**src/rtl/uart_irq_sequencer_pkg.sv**
```systemverilog
// Shared types and register field positions for the UART interrupt sequencer.
package uart_irq_pkg;

    typedef enum logic [1:0] {
        IRQ_NONE = 2'd0,
        IRQ_RX   = 2'd1,
        IRQ_TX   = 2'd2,
        IRQ_ERR  = 2'd3
    } irq_id_t;

    typedef enum logic [1:0] {
        IDLE,
        ASSERT,
        SERVICE,
        HOLDOFF
    } state_t;

    localparam int CTRL_RX_EN    = 0;
    localparam int CTRL_TX_EN    = 1;
    localparam int CTRL_ERR_EN   = 2;

    localparam int STAT_RX_FULL  = 0;
    localparam int STAT_OERR     = 1;
    localparam int STAT_PERR     = 2;
    localparam int STAT_FERR     = 3;
    localparam int STAT_TX_EMPTY = 5;

endpackage

```
**src/rtl/uart_irq_sequencer_if.sv**
```systemverilog
// CPU-facing interrupt handshake: request/ID/busy out, ack/done back in.
interface uart_irq_sequencer_if;
    import uart_irq_pkg::*;

    logic    irq;
    irq_id_t irq_id;
    logic    busy;
    logic    irq_ack;
    logic    irq_done;

    modport master (output irq, irq_id, busy, input irq_ack, irq_done);
    modport slave  (input irq, irq_id, busy, output irq_ack, irq_done);
endinterface

```
**src/rtl/uart_irq_sequencer_pend.sv**
```systemverilog
// One interrupt source: condition register, rising-edge detect and pending latch.
module uart_irq_pend (
    input  logic clk,
    input  logic reset_n,
    input  logic cond,
    input  logic clr,
    output logic pending
);
    logic cond_p0;
    logic cond_p1;
    logic rise;

    assign rise = cond_p0 & ~cond_p1;

    always_ff @(posedge clk or negedge reset_n) begin
        if (!reset_n) begin
            cond_p0 <= 1'b0;
            cond_p1 <= 1'b0;
            pending <= 1'b0;
        end else begin
            cond_p0 <= cond;
            cond_p1 <= cond_p0;
            // A fresh edge in the same cycle as a clear wins, so it is re-requested.
            pending <= (pending & ~clr) | rise;
        end
    end
endmodule

```
**src/rtl/uart_irq_sequencer.sv**
```systemverilog
// UART interrupt sequencer: one request at a time with ack/done handshake and hold-off.
// Optional per-source service counters are built when UART_IRQ_CNT_EN is defined.
module uart_irq_sequencer
    import uart_irq_pkg::*;
#(
    parameter int HOLDOFF_CYCLES = 4,
    parameter int CNT_W          = 8
) (
    input  logic                   clk,
    input  logic                   reset_n,
    input  logic [7:0]             control_reg,
    input  logic [7:0]             status_reg,
    input  logic                   dis_int,
    uart_irq_sequencer_if.master   bus
`ifdef UART_IRQ_CNT_EN
    ,
    output logic [CNT_W-1:0]       rx_cnt,
    output logic [CNT_W-1:0]       tx_cnt,
    output logic [CNT_W-1:0]       err_cnt
`endif
);
    localparam int HW = (HOLDOFF_CYCLES < 1) ? 1 : $clog2(HOLDOFF_CYCLES + 1);

    // Source vectors are ordered {ERR, TX, RX}.
    logic [2:0] cond;
    logic [2:0] pend;
    logic [2:0] enable;
    logic [2:0] elig;
    logic [2:0] clr;

    state_t          state, state_nxt;
    irq_id_t         irq_id_r, irq_id_nxt;
    logic [HW-1:0]   hold_cnt, hold_cnt_nxt;
    logic            cur_elig;
    logic            ack_take;

    logic unused_bits;
    assign unused_bits = ^{control_reg[7:3], status_reg[7:6], status_reg[4]};

    assign cond = {status_reg[STAT_OERR] | status_reg[STAT_PERR] | status_reg[STAT_FERR],
                   status_reg[STAT_TX_EMPTY],
                   status_reg[STAT_RX_FULL]};

    assign enable = {control_reg[CTRL_ERR_EN] & ~dis_int,
                     control_reg[CTRL_TX_EN],
                     control_reg[CTRL_RX_EN]};

    assign elig = pend & enable;

    for (genvar g = 0; g < 3; g++) begin : g_src
        uart_irq_pend u_pend (
            .clk     (clk),
            .reset_n (reset_n),
            .cond    (cond[g]),
            .clr     (clr[g]),
            .pending (pend[g])
        );
    end

    always_comb begin
        cur_elig = 1'b0;
        case (irq_id_r)
            IRQ_RX:  cur_elig = elig[0];
            IRQ_TX:  cur_elig = elig[1];
            IRQ_ERR: cur_elig = elig[2];
            default: cur_elig = 1'b0;
        endcase
    end

    assign ack_take = (state == ASSERT) && bus.irq_ack;

    always_comb begin
        state_nxt    = state;
        irq_id_nxt   = irq_id_r;
        hold_cnt_nxt = hold_cnt;
        clr          = 3'b000;
        case (state)
            IDLE: begin
                if (|elig) begin
                    state_nxt = ASSERT;
                    if (elig[2])      irq_id_nxt = IRQ_ERR;
                    else if (elig[0]) irq_id_nxt = IRQ_RX;
                    else              irq_id_nxt = IRQ_TX;
                end
            end
            ASSERT: begin
                // An ack seen alongside a loss of eligibility still counts: irq was visible.
                if (bus.irq_ack) begin
                    state_nxt = SERVICE;
                    case (irq_id_r)
                        IRQ_RX:  clr[0] = 1'b1;
                        IRQ_TX:  clr[1] = 1'b1;
                        IRQ_ERR: clr[2] = 1'b1;
                        default: clr    = 3'b000;
                    endcase
                end else if (!cur_elig) begin
                    state_nxt  = IDLE;
                    irq_id_nxt = IRQ_NONE;
                end
            end
            SERVICE: begin
                if (bus.irq_done) begin
                    if (HOLDOFF_CYCLES == 0) begin
                        state_nxt  = IDLE;
                        irq_id_nxt = IRQ_NONE;
                    end else begin
                        state_nxt    = HOLDOFF;
                        hold_cnt_nxt = HW'(HOLDOFF_CYCLES);
                    end
                end
            end
            HOLDOFF: begin
                hold_cnt_nxt = hold_cnt - 1'b1;
                if (hold_cnt <= HW'(1)) begin
                    state_nxt    = IDLE;
                    irq_id_nxt   = IRQ_NONE;
                    hold_cnt_nxt = '0;
                end
            end
            default: begin
                state_nxt  = IDLE;
                irq_id_nxt = IRQ_NONE;
            end
        endcase
    end

    always_ff @(posedge clk or negedge reset_n) begin
        if (!reset_n) begin
            state    <= IDLE;
            irq_id_r <= IRQ_NONE;
            hold_cnt <= '0;
        end else begin
            state    <= state_nxt;
            irq_id_r <= irq_id_nxt;
            hold_cnt <= hold_cnt_nxt;
        end
    end

    assign bus.irq    = (state == ASSERT);
    assign bus.irq_id = irq_id_r;
    assign bus.busy   = (state != IDLE);

`ifdef UART_IRQ_CNT_EN
    function automatic logic [CNT_W-1:0] sat_inc(input logic [CNT_W-1:0] v);
        return (&v) ? v : v + 1'b1;
    endfunction

    always_ff @(posedge clk or negedge reset_n) begin
        if (!reset_n) begin
            rx_cnt  <= '0;
            tx_cnt  <= '0;
            err_cnt <= '0;
        end else if (ack_take) begin
            case (irq_id_r)
                IRQ_RX:  rx_cnt  <= sat_inc(rx_cnt);
                IRQ_TX:  tx_cnt  <= sat_inc(tx_cnt);
                IRQ_ERR: err_cnt <= sat_inc(err_cnt);
                default: ;
            endcase
        end
    end
`else
    logic unused_cnt;
    assign unused_cnt = ack_take;
    localparam int unused_cnt_w = CNT_W;
`endif
endmodule

```
**src/flat_wrapper.sv**
```systemverilog
// flat-port wrapper written by rule: the top's interface ports become plain ports
module uart_irq_sequencer_flat import uart_irq_pkg::*;
#(
    parameter int HOLDOFF_CYCLES = 4,
    parameter int CNT_W          = 8
)
  (clk, reset_n, control_reg, status_reg, dis_int, bus_irq, bus_irq_id, bus_busy, bus_irq_ack, bus_irq_done);
  uart_irq_sequencer_if bus_i ();
  input  logic clk;
  input  logic reset_n;
  input  logic [7:0] control_reg;
  input  logic [7:0] status_reg;
  input  logic dis_int;
  output wire logic [$bits(bus_i.irq)-1:0] bus_irq;
  output wire logic [$bits(bus_i.irq_id)-1:0] bus_irq_id;
  output wire logic [$bits(bus_i.busy)-1:0] bus_busy;
  input wire logic [$bits(bus_i.irq_ack)-1:0] bus_irq_ack;
  input wire logic [$bits(bus_i.irq_done)-1:0] bus_irq_done;
  assign bus_irq = bus_i.irq;
  assign bus_irq_id = bus_i.irq_id;
  assign bus_busy = bus_i.busy;
  assign bus_i.irq_ack = bus_irq_ack;
  assign bus_i.irq_done = bus_irq_done;
  uart_irq_sequencer #(.HOLDOFF_CYCLES(HOLDOFF_CYCLES), .CNT_W(CNT_W)) u_core (.clk(clk), .reset_n(reset_n), .control_reg(control_reg), .status_reg(status_reg), .dis_int(dis_int), .bus(bus_i));
endmodule
```
**config.mk**
```make
export PLATFORM = sky130hd
export DESIGN_NAME = uart_irq_sequencer_flat
export DESIGN_NICKNAME = d
export VERILOG_FILES = /design/src/rtl/uart_irq_sequencer_pkg.sv /design/src/rtl/uart_irq_sequencer_if.sv /design/src/rtl/uart_irq_sequencer_pend.sv /design/src/rtl/uart_irq_sequencer.sv /design/src/flat_wrapper.sv
export SDC_FILE = /design/constraint.sdc
export NUM_CORES = 1
export LEC_CHECK = 0
export CORE_MARGIN = 2
export CORE_UTILIZATION = 44
export DETAILED_ROUTE_END_ITERATION = 10
export GPL_ROUTABILITY_DRIVEN = 0
export GPL_TIMING_DRIVEN = 0
export MAX_ROUTING_LAYER = met4
export PLACE_DENSITY = 0.86
export SYNTH_ARGS = -nofsm -noshare
export SYNTH_HDL_FRONTEND = slang
export SYNTH_SLANG_ARGS = --single-unit
```
**constraint.sdc**
```tcl
create_clock -name clk -period 1.5 [get_ports clk]
set_input_delay 0.15 -clock clk [delete_from_list [all_inputs] [get_ports clk]]
set_output_delay 0.15 -clock clk [all_outputs]
set_load 0.02 [all_outputs]
```
==> results.md <==
* Routed WL per cell at between 10 and 15 µm
* Synth top area share at 0.519
* Fin. Hold Viols at 0
* Initial antenna violation count at 0
* Final setup viols at 0
* Starting Density at 0.457
* GRT Overall Usage at 0.179
* R2R Path End: u_core.bus.irq_id[1]
* Top delay family on crit path: compound AO/OA/AOI/OAI gates
* Hold crit path type: primary input to async pin
* Core Rows at 15
* Grt ovf at 0
* First-pass GRT wire length at between 2 and 3 mm
* Final cell count without fillers at 117
* Die Span Y at about 46 µm
* R2r setup slk at ~59 ps
* Clock slew seen by the registers of the worst setup and hold paths at 90 ps
* TNS Setup at 0 ps
* Antenna-violating nets left at 0
* Placed insts at about 110
* Hpwl dp at 1.09 mm
* Kind of critical path: register to register
* Post-synthesis sequential area ratio at 0.519
* Leakage dissipation at roughly 0.45 nW
* Fmax at between 0.6 and 0.7 GHz
* Worst Tran Pin Value at 696 ps
* Worst VDD drop at ~0.0010 V
* CP arrival at 1620 ps
* Largest net degree at the start of global routing at 17
* Cell taking the most area after synthesis: dfrtp_1
* Dominant cell by count in the synthesized netlist: dfrtp_1
* P per Cell Area at about 1800 mW/mm²
* Minimum clock period at 1440 ps
* Multi-input logic area at between 300 and 400 µm²
* DRT iter0 DRCs at 18
* DRC Markers at 0
* Worst-path maximum fanout at 5
* Fin nets at about 120
* Commonest cells in the netlist: dfrtp_1 (16), nand2_1 (9), o21ai_0 (9)
* Crit-path cells: or2_4 -> a31o_1 -> o311a_1 -> a221o_1
* Top_reg_cell synth: dfrtp_1
* Buf+Inv Stages, Crit Path at 0
* CTS max path bufs at 2
* Fin. max-slew vios at 0
* Inserted Diodes at 0
* # Max-Cap Violations at 0
* RSZ-0062 raised after global routing: true
* Vias per cell at about 5.5
* Flops & latches, synth at 16
* Post-Syn Area at around 770 µm²
* Status: finished, final reports clean
* CP startpoint kind: register
* Drt first pass iters at 4
* Setup crit end kind: register
* Worst path slowest cell: dfrtp_1
* Clk_lat worst skew at around 290 ps
* Total core area at roughly 0.0017 mm²
* Slew HR at 0.535
* Die Footprint at approximately 0.0021 mm²
* Utilization after layout at 0.590
* Synth async-reset ratio at 1.00
* R2R Path Start: u_core.state[0]
* EDFF count, synth at 0
* Worst path max stage delay at roughly 440 ps
* Vias in the first global route at approximately 630
* H-tree depth at 1
* Fraction of layout cells with a size suffix above 1 at 0.120
* Syn Inst Count at slightly below 80
* Layout area overhead at 29.2%
* WP data required at about 1700 ps
* Routed wire length at about 1.5 mm
* Post-synthesis cell type count at 28
* TritonCTS Sinks at 16
* R2R cell count at 4
* Register Area at about 400 µm²
* Clock Skew at around 8.2 ps
* Net Count, Synth at around 100
* CTS tree: yes
* Total CTS buffers at 3
* PortBufs at 16
* Via count at roughly 650
* Leading post-synthesis cells by cell area: dfrtp_1 (52%), o21ai_0 (5.8%), nand2_1 (4.4%), inv_1 (3.9%), nand4b_1 (3.4%)
* Fillers at 148
* Synth Warn # at 0
* Die Wd at 45.9 µm
* I/O pins at 25
* Syn avg cell area at 9.77 µm²
* Fin crit share at 0.961
* CTS Root Cell: clkbuf_4
* Power Total at 1.81 mW
==> kinds of logic (layout without fill, tap and decap cells) <==
group	count (synthesis)	in the layout	share of synthesized area
AO/OA/AOI/OAI	23	23	0.195
flip-flops	16	16	0.519
adder cells (fa/ha/maj)	2	2	0.0324
AND/OR/NAND/NOR	26	26	0.186
multiplexers	1	1	0.0130
buffers and inverters	11	32	0.0551
==> state kept, by name, indices dropped and copies added, names as in the netlist, named ones only <==
signal	cells
u_core.state	1
u_core.hold_cnt	3
u_core.g_src.u_pend.cond_p1	3
u_core.bus.irq_id	2
u_core.g_src.u_pend.pending	3
u_core.g_src.u_pend.cond_p0	3
==> cell type report <==
cell class                      instances  area share
Clock buffer                            4      0.0364
Buffer                                  3      0.0151
Sequential cell                        16       0.402
Tap cell                               17      0.0213
Multi-Input combinational cell         52       0.334
Timing Repair Buffer                   17       0.162
Inverter                                8      0.0301
==> layout by cell type, fill, tap and decap left out, drive strengths merged <==
cell type / n
dfrtp: 16
clkdlybuf4s50: 13
nand2: 9
o21ai: 9
inv: 8
clkbuf: 7
nand3: 4
a21oi: 4
nand2b: 3
nand4b: 3
nor2: 2
ha: 2
buf: 2
or2: 1
or3: 1
and3b: 1
o21bai: 1
nand3b: 1
a31o: 1
o311a: 1
o211ai: 1
and2: 1
a221o: 1
o32ai: 1
a22o: 1
mux2i: 1
a31oi: 1
a311oi: 1
o2bb2ai: 1
clkdlybuf4s15: 1
dlygate4sd2: 1
==> layer usage <==
metal / vias to the layer above / part of all wire / global-route usage
met2: 31 / 0.48 / 0.294
met4: 0 / 0.0075 / 0.0629
met3: 2 / 0.084 / 0.0595
li1: 324 / - / -
met1: 290 / 0.43 / 0.201
met5: - / 0 / -
==> worst max-delay path by stage <==
stage	from	to	slack, ps	cells after the start
CTS	u_core.hold_cnt[1]	u_core.bus.irq_id[1]	20	6
global route	u_core.hold_cnt[1]	u_core.bus.irq_id[1]	-10	6
global placement	dis_int	u_core.bus.irq_id[1]	-100	5
detailed placement	dis_int	u_core.bus.irq_id[1]	-120	5
finish	u_core.state[0]	u_core.bus.irq_id[1]	60	4
floorplan	register	u_core.bus.irq_id[1]	70	4
==> where the power goes <==
group	switching [mW]	internal (mW)	leakage [nW]	total, mW
registers	0.127	0.561	0.179	0.688
logic	0.457	0.388	0.248	0.845
clock network	0.132	0.148	0.0210	0.280
==> metrics by stage <==
stage	cell area [µm²]	hold WS, ps	worst slack (ps)
finish	997	274	58.6
CTS	998	290	15.0
floorplan	772	-146	68.6
global placement	953	359	-96.3
global route	997	281	-11.1
detailed placement	953	360	-116
==> worst reg2reg max path: cells and delay by family (launching register included) <==
family / cells / cell delay [ps]
DFF: 1 / 440
AOI/OAI and AO/OA: 3 / 640
and+or+nand+nor: 1 / 260
==> repair_timing <==
item	CTS	global route
pin swaps	2	3
gates resized for setup	5	6
endpoints found under the setup margin	4	4
hold buffers	0	0
setup buffers	1	0
Note: power is estimated with default switching activity, not from simulation.
